## src/rtl/cpu_pkg.sv

```systemverilog
// rtl/cpu_pkg.sv - shared fetch-path types and constants
package cpu_pkg;

    localparam int              XLEN        = 32;
    localparam logic [XLEN-1:0] RESET_PC    = 32'h0000_0000;
    localparam int              INSTR_BYTES = 4;

    typedef struct packed {
        logic [XLEN-1:0] pc;
        logic [XLEN-1:0] instr;
    } fetch_entry_t;

endpackage

```

## src/rtl/fetch_fifo.sv

```systemverilog
// rtl/fetch_fifo.sv - synchronous FIFO of fetch entries with flush
module fetch_fifo
    import cpu_pkg::*;
#(
    parameter  int DEPTH = 2,
    localparam int CW    = $clog2(DEPTH + 1),
    localparam int AW    = $clog2(DEPTH)
) (
    input  logic         clk,
    input  logic         rst_n,
    input  logic         flush_i,
    input  logic         push_i,
    input  fetch_entry_t push_data_i,
    input  logic         pop_i,
    output fetch_entry_t head_o,
    output logic [CW-1:0] count_o,
    output logic         empty_o,
    output logic         full_o
);

    fetch_entry_t   mem_q [DEPTH];
    logic [AW-1:0]  wr_ptr_q, wr_ptr_d;
    logic [AW-1:0]  rd_ptr_q, rd_ptr_d;
    logic [CW-1:0]  count_q, count_d;
    logic           do_push, do_pop;

    assign empty_o = (count_q == '0);
    assign full_o  = (count_q == CW'(DEPTH));
    assign do_pop  = pop_i & ~empty_o;
    // A pop frees the slot the push needs, so full-with-pop still accepts.
    assign do_push = push_i & (~full_o | do_pop);

    always_comb begin
        wr_ptr_d = wr_ptr_q;
        rd_ptr_d = rd_ptr_q;
        count_d  = count_q;
        if (flush_i) begin
            wr_ptr_d = '0;
            rd_ptr_d = '0;
            count_d  = '0;
        end else begin
            if (do_push) wr_ptr_d = wr_ptr_q + AW'(1);
            if (do_pop)  rd_ptr_d = rd_ptr_q + AW'(1);
            count_d = count_q + CW'(do_push) - CW'(do_pop);
        end
    end

    always_ff @(posedge clk or negedge rst_n) begin
        if (!rst_n) begin
            wr_ptr_q <= '0;
            rd_ptr_q <= '0;
            count_q  <= '0;
        end else begin
            wr_ptr_q <= wr_ptr_d;
            rd_ptr_q <= rd_ptr_d;
            count_q  <= count_d;
        end
    end

    always_ff @(posedge clk) begin
        if (do_push && !flush_i) mem_q[wr_ptr_q] <= push_data_i;
    end

    assign head_o  = mem_q[rd_ptr_q];
    assign count_o = count_q;

endmodule

```

## src/rtl/fetch_unit.sv

```systemverilog
// rtl/fetch_unit.sv - PC generation, credit-limited imem requests, redirect/discard handling
module fetch_unit #(
    parameter int                XLEN       = cpu_pkg::XLEN,
    parameter logic [XLEN-1:0]   RESET_PC   = cpu_pkg::RESET_PC,
    parameter int                FIFO_DEPTH = 2
) (
    input  logic            clk,
    input  logic            rst_n,
    output logic            imem_req_valid,
    input  logic            imem_req_ready,
    output logic [XLEN-1:0] imem_addr,
    input  logic            imem_rsp_valid,
    input  logic [XLEN-1:0] imem_rsp_data,
    input  logic            redirect,
    input  logic [XLEN-1:0] redirect_pc,
    output logic            instr_valid,
    input  logic            instr_ready,
    output logic [XLEN-1:0] instr,
    output logic [XLEN-1:0] instr_pc
);

    localparam int CW = $clog2(FIFO_DEPTH + 1);

    logic                   req_en_q;
    logic [XLEN-1:0]        fetch_pc_q, fetch_pc_d;
    logic [XLEN-1:0]        resp_pc_q, resp_pc_d;
    logic [CW-1:0]          outstanding_q, outstanding_d;
    logic [CW-1:0]          discard_q, discard_d;
    logic [CW-1:0]          fifo_count;
    logic [CW:0]            credit_used;
    logic                   fifo_empty, fifo_full;
    logic                   acc, rsp, drop, push, pop;
    logic [XLEN-1:0]        target_pc;
    cpu_pkg::fetch_entry_t  push_entry, head_entry;

    // Held low through reset so the request cannot assert before the first post-reset edge.
    always_ff @(posedge clk or negedge rst_n) begin
        if (!rst_n) req_en_q <= 1'b0;
        else        req_en_q <= 1'b1;
    end

    assign credit_used    = {1'b0, outstanding_q} + {1'b0, fifo_count};
    assign imem_req_valid = req_en_q & (credit_used < (CW + 1)'(FIFO_DEPTH));
    assign imem_addr      = fetch_pc_q;

    assign acc       = imem_req_valid & imem_req_ready;
    assign rsp       = imem_rsp_valid;
    assign drop      = rsp & (discard_q != '0);
    assign push      = rsp & ~drop & ~redirect;
    assign pop       = instr_valid & instr_ready & ~redirect;
    assign target_pc = {redirect_pc[XLEN-1:2], 2'b00};

    always_comb begin
        fetch_pc_d    = fetch_pc_q;
        resp_pc_d     = resp_pc_q;
        discard_d     = discard_q;
        outstanding_d = outstanding_q + CW'(acc) - CW'(rsp);
        if (acc) fetch_pc_d = fetch_pc_q + XLEN'(cpu_pkg::INSTR_BYTES);
        if (drop)     discard_d = discard_q - CW'(1);
        else if (rsp) resp_pc_d = resp_pc_q + XLEN'(cpu_pkg::INSTR_BYTES);
        // Everything still in flight after this edge belongs to the old stream.
        if (redirect) begin
            fetch_pc_d = target_pc;
            resp_pc_d  = target_pc;
            discard_d  = outstanding_d;
        end
    end

    always_ff @(posedge clk or negedge rst_n) begin
        if (!rst_n) begin
            fetch_pc_q    <= RESET_PC;
            resp_pc_q     <= RESET_PC;
            outstanding_q <= '0;
            discard_q     <= '0;
        end else begin
            fetch_pc_q    <= fetch_pc_d;
            resp_pc_q     <= resp_pc_d;
            outstanding_q <= outstanding_d;
            discard_q     <= discard_d;
        end
    end

    assign push_entry = '{pc: resp_pc_q, instr: imem_rsp_data};

    fetch_fifo #(
        .DEPTH (FIFO_DEPTH)
    ) u_fifo (
        .clk         (clk),
        .rst_n       (rst_n),
        .flush_i     (redirect),
        .push_i      (push),
        .push_data_i (push_entry),
        .pop_i       (pop),
        .head_o      (head_entry),
        .count_o     (fifo_count),
        .empty_o     (fifo_empty),
        .full_o      (fifo_full)
    );

    assign instr_valid = ~fifo_empty;
    assign instr       = head_entry.instr;
    assign instr_pc    = head_entry.pc;

    a_rsp_has_outstanding: assert property (@(posedge clk) disable iff (!rst_n)
        imem_rsp_valid |-> (outstanding_q != '0));
    a_fifo_bounded: assert property (@(posedge clk) disable iff (!rst_n)
        fifo_count <= CW'(FIFO_DEPTH));
    a_no_overflow: assert property (@(posedge clk) disable iff (!rst_n)
        (fifo_full && push) |-> pop);

endmodule

```

## config.mk

```make
export PLATFORM = sky130hd
export DESIGN_NAME = fetch_unit
export DESIGN_NICKNAME = d
export VERILOG_FILES = /design/src/rtl/cpu_pkg.sv /design/src/rtl/fetch_fifo.sv /design/src/rtl/fetch_unit.sv
export SDC_FILE = /design/constraint.sdc
export NUM_CORES = 1
export LEC_CHECK = 0
export CORE_MARGIN = 5
export CORE_UTILIZATION = 47
export CTS_BUF_LIST = sky130_fd_sc_hd__clkbuf_4 sky130_fd_sc_hd__clkbuf_8 sky130_fd_sc_hd__clkbuf_16
export DETAILED_ROUTE_END_ITERATION = 8
export PLACE_DENSITY = 0.85
export REMOVE_ABC_BUFFERS = 1
export SYNTH_ARGS = -nofsm -noshare
export SYNTH_HDL_FRONTEND = slang
export SYNTH_SLANG_ARGS = --single-unit
```

## constraint.sdc

```tcl
create_clock -name clk -period 6.8 [get_ports clk]
set_input_delay 1.36 -clock clk [delete_from_list [all_inputs] [get_ports clk]]
set_output_delay 1.36 -clock clk [all_outputs]
set_load 0.01 [all_outputs]
```

Word level (Yosys, flattened, before mapping)
Memories as Yosys holds them, arrays and structs flattened.
Cells that the tools add are included.
W data, S select, Z words.

storage, ports and cells
  memories kept = 1
  input bits = 70
  bits in writable memories = 128
  bits in registers = 73

memories
  name          words  bits a word  rd ports  clocked after memory_dff  wr ports  RTL line          source
  u_fifo.mem_q  2      64           1         0                         1         fetch_fifo.sv:21  fetch_entry_t mem_q [DEPTH];

cells by class
  reduce and logical (&&, ||, !) cells = 10
  multiplexer cells = 14
  add/sub/neg operators = 10
  equal/unequal tests = 2
  bitwise operators = 14
  $lt $le $gt $ge = 1

operators with widths
  cell                     number
  $mux W32                 5
  $add A32 B3 Y32 const B  2
  $reduce_bool A2 Y1       6
  $and A1 B1 Y1            9
  $mux W1                  6
  $mux W2                  3
  $add A2 B1 Y2            2
  $not A1 Y1               4
  $sub A2 B1 Y2            2
  $add A2 B2 Y3            1
  $lt A3 B2 Y1 const B     1
  $add A1 B1 Y1 const B    2
  $eq A2 B2 Y1 const B     1
  $logic_not A2 Y1         1
  $ne A2 B2 Y1 const B     1
  $reduce_and A2 Y1        1
  $sub A2 B1 Y2 const B    1
  $logic_and A1 B1 Y1      1
  $logic_not A1 Y1         1
  $or A1 B1 Y1             1

Logic depth before layout (Yosys ltp)
  depth in word-level cells = 10
  mapped depth = 12
  depth with buffers taken out = 11

Modules after synthesis
A second synthesis with hierarchy kept.

unflattened totals
  cells, all modules = 647
  area total of the unflattened synthesis = 8748.4 µm²

modules (own cells, without submodules)
  module      seq. area each (µm²)  instances  area each (µm²)  cells each
  fetch_fifo  3943.8                1          4902.2           228
  fetch_unit  1626.6                1          3846.2           419

Worst setup path before layout
Ideal clock, no wire load.

  path type = input to register
  from = input redirect
  to = memory u_fifo.mem_q[0][0] (netlist name), enable pin
  data arrival time = 7562 ps
  path buffers = 1
  library setup time = 637 ps
  required time = 6163 ps
  setup slack = -1399 ps
  stages on the path = 2
  path through = clkbuf_1 > nor4_1

between the ends
  longest elaborated chain between the ends = 8
  elaborated cells between the ends (all ways) = 10

ends and longest elaborated chain
  element                          RTL line                            source
  start: declaration               fetch_unit.sv:14                    input logic redirect,
  $not A1 Y1                       fetch_unit.sv:49, fetch_unit.sv:50
  $and A1 B1 Y1                    fetch_unit.sv:50                    assign pop = instr_valid & instr_ready & ~redirect;
  $and A1 B1 Y1                    fetch_fifo.sv:29                    assign do_pop = pop_i & ~empty_o;
  $or A1 B1 Y1                     fetch_fifo.sv:31                    assign do_push = push_i & (~full_o | do_pop);
  $and A1 B1 Y1                    fetch_fifo.sv:31
  $logic_and A1 B1 Y1 *            fetch_fifo.sv:61                    if (do_push && !flush_i) mem_q[wr_ptr_q] <= push_data_i;
  $mux W1 *                        fetch_fifo.sv:61
  $mux W1 (not written as such) *  fetch_fifo.sv:61
  end: declaration                 fetch_fifo.sv:21

Mark *: on every way between the ends. The rest lies on a longest branch, timed or not.

Final worst setup path
  from = register u_fifo.rd_ptr_q
  to = output instr_pc[26]

between the ends
  longest elaborated chain between the ends = 1

ends and longest elaborated chain
  element                   RTL line          source
  start: declaration        fetch_fifo.sv:23  logic [AW-1:0] rd_ptr_q, rd_ptr_d;
  start signal: assignment  fetch_fifo.sv:55  rd_ptr_q <= rd_ptr_d;
  $mem_v2 Z2 W64            -
  end: declaration          fetch_unit.sv:19  output logic [XLEN-1:0] instr_pc

Every way passes these cells.

==> key figures <==
Critical path
  • Buf/Inv on CP: 2
  • Worst setup EP type: output pin
  • Slowest CP cell: dfrtp_2
  • R2r setup slk: approximately 4000 ps
  • Worst-path fanout max: 46
  • Crit path max-delay family: buffers and inverters
  • WS Path Type: flop to output pin
  • Reg2Reg Depth: 11
  • CP startpoint kind: flop
  • CP cell instances: buf_4, mux2_2, clkdlybuf4s50_1
  • Worst Path Arrival: 2630 ps
  • Worst path depth: 3
  • Worst EP required: approximately 5400 ps
  • CP peak stage delay: slightly above 600 ps

Layout
  • Nets@finish: ~830
  • Area Growth Syn to Fin: 28.99%
  • Share of cells above drive strength 1: 20.63%
  • Most common cell after layout, fill and taps aside: clkdlybuf4s50_1
  • Antenna cells: 0
  • Leading cell types in the layout, fill and taps excluded: 160 x clkdlybuf4s50_1, 124 x edfxtp_1, 91 x mux2_2
  • Sequential cell area: ~0.0055 mm^2
  • Area of the multi-input gates: ~0.0029 mm^2
  • Final-layout fill cell count: 1,413

Synth
  • Count of cell types in the netlist: 52
  • Fraction of the mapped netlist area in adder cells: about 1.3%
  • Leading area contributor after synthesis: edfxtp_1
  • Post-synthesis mux area share: between 10% and 20%
  • Synth Area in Simple Gates: 10.85%
  • Main combinational cell family by area after synthesis: multiplexers
  • Synth top area cells: edfxtp_1 44%, dfrtp_1 20%, mux2_2 12%
  • Compound-Gate Fraction of Synth Area: approximately 2.5%
  • Synth Area in XOR/XNOR: just over 6%
  • Mapped Area: between 0.008 and 0.009 mm^2
  • YS warnings: 0
  • Area fraction of the dominant cell type after synthesis: between 40 and 50%
  • Flops & latches, synth: roughly 190
  • Syn Area/Cell: about 14 um^2
  • Seq/Total Area, Yosys: approximately 64%
  • Cells after Synth: 588

Timing
  • Minimum clock period: 3988 ps
  • Final setup fails: 0
  • Final worst-path cycle share: about 59%
  • Clock skew: between 10 and 15 ps
  • Slew headroom: around 29%
  • Final setup margin: 2812 ps
  • Worst-margin pin slew: around 1100 ps
  • Final Max Tran Viols: 0
  • RSZ-0062 raised after global routing: no
  • Fmax: around 250 MHz
  • Hold Vio Cnt, Final: 0

Route
  • Via density: 5.270
  • Drt wl/cell: between 15 and 20 um
  • Routed wire length: 18.29 mm
  • Detail Route Antenna Nets: 0
  • DR iter-0 viols: approximately 260
  • Drt drc: 0
  • Via Count: about 5.2k
  • Initial DRT Pass Iterations: 5

Floorplanning
  • Top-Level Pins: between 150 and 200
  • Die Area: 0.02087 mm^2
  • Core Area: 0.01790 mm^2
  • Initial Util: ~47%
  • Std cell rows: 49
  • Die X: about 140 um
  • Die extent in y: between 100 and 150 um

Power
  • PnR Total Power: between 3 and 4 mW
  • Flop pwr share: roughly 46%
  • Clock power frac: 31.4%
  • Power Density: 293.3 mW/mm^2
  • Internal power: around 2.4 mW
  • Switching Share: a little over a quarter
  • Worst VDD drop: 0.0001843 V
  • Pleak: between 3 and 4 nW
  • Logic pwr share: 22.6%
  • Psw: between 0.8 and 0.9 mW

Clocking
  • Post-CTS setup buffers: 0
  • CTS buffer count: 17
  • CTS root buffer: clkbuf_16
  • Hold-fix buffers, CTS: 0
  • Worst skew pair latency: approximately 420 ps
  • PostCTS Resize Cnt: 0
  • CTS tree: yes
  • CTS H-tree lvls: 4
  • CTS sink cnt: a little under 200
  • Max Root-Sink Buffers: 2
  • Worst-path clk slew: about 60 ps

Run status
  • Status: finished, final reports clean

Run
  • Max Cap Violations: 0

GRT
  • Tot GR Track Use: between 10% and 20%
  • Initial antenna violation count: 0
  • Number of global-route vias before repair: approximately 5.3k
  • Global-route wire length before repair: approximately 28 mm
  • GR Overflow Total: 0
  • Largest net degree at the start of global routing: 70

Placement
  • Pre-CTS WS: 2640 ps
  • IO Port Bufs: 161
  • Routability-driven placement congestion ratio: 0.9156
  • Final HPWL DP: approximately 13 mm

Worst hold path
  • Worst hold stages: 0
  • Min-Delay Path Class: flop to flop
[worst reg2reg max path, cell delays in order, from the launching register on]
cell	delay, ps
dfrtp_1	410
and2_1	170
fa_1	470
and4bb_2	540
inv_1	120
ha_1	290
inv_1	40
ha_1	190
xnor2_1	210
xnor2_1	190
nand2_1	80
o21ai_0	80
[power groups by stage]
stage | combinational (mW) | sequential, mW | clock, mW
after floorplan | 0.362 | 1.51 | 0
after global placement | 0.711 | 1.49 | 0
after detailed placement | 0.729 | 1.50 | 0
after CTS | 0.736 | 1.48 | 1.03
after global routing | 0.783 | 1.49 | 1.09
final | 0.725 | 1.48 | 1.01
[state kept, by name, summed over array words and instances, names as in the netlist]
name / cells
imem_addr: 30
u_fifo.count_o: 2
u_fifo.rd_ptr_q: 1
discard_q: 2
u_fifo.wr_ptr_q: 1
resp_pc_q: 30
outstanding_q: 2
u_fifo.mem_q: 124
req_en_q: 1
[cell usage after synthesis (all sizes together)]
master  number
nor2        24
a211oi       2
nand4b       1
a21oi       19
mux2i        5
a31oi        1
clkbuf      13
edfxtp     124
nand2b       8
o21ai        2
a21boi       8
dfrtp       69
conb         2
xnor2       31
a21o         1
buf         12
o21a         1
nor3        19
nor3b        3
xor2        29
nand4       17
nor4bb       1
fa           1
o31ai        1
nand3       19
and2         5
o211ai       1
ha           7
and4         8
nor2b        1
inv         18
or2          1
and3         9
mux2        91
and4bb       1
nor4        10
nand2       23
[metal layers]
layer	up-vias	wire length, um	global-route usage (%)
met5	-	0	0
met4	0	413	5.744
met3	27	867	4.332
met2	137	9005	28.97
met1	2595	8008	23.16
li1	2485	-	-
[cells by family after synthesis]
family          Yosys count
other cells               2
xor+xnor                 60
compound gates           36
fa+ha+maj                 8
mux                      96
buf+inv                  43
simple gates            150
flops                   193
[path summary, 6_finish.rpt]
kind,from,endpoint
min in group asynchronous,rst_n,imem_addr[2]
min reg2reg,resp_pc_q[30],u_fifo.mem_q[1][62]
min,resp_pc_q[30],u_fifo.mem_q[1][62]
max in group asynchronous,rst_n,u_fifo.rd_ptr_q
max reg2reg,u_fifo.count_o[0],discard_q[1]
max,u_fifo.rd_ptr_q,instr_pc[26]
[per-stage QoR]
step                cells  area [um^2]  hold slack (ps)  utilization [%]  TNS (ps)
floorplan             566         8383            442.1                -    -80850
CTS                   995        10960            465.7            61.23         0
finish                995        10960            465.1            61.23         0
global placement      963        10340            450.1            57.74         0
detailed placement    963        10340            452.2            57.74         0
global route          995        10960            490.1            61.23         0
[final cells by class]
class | count | share of cell area, %
sequential | 193 | 49.73
multi-input combinational | 355 | 26.21
timing repair buffer | 168 | 15.14
clock buffer | 27 | 5.387
tap | 229 | 2.614
inverter | 18 | 0.6164
clock inverter | 5 | 0.3082
Power figures use the tool's default switching activity.
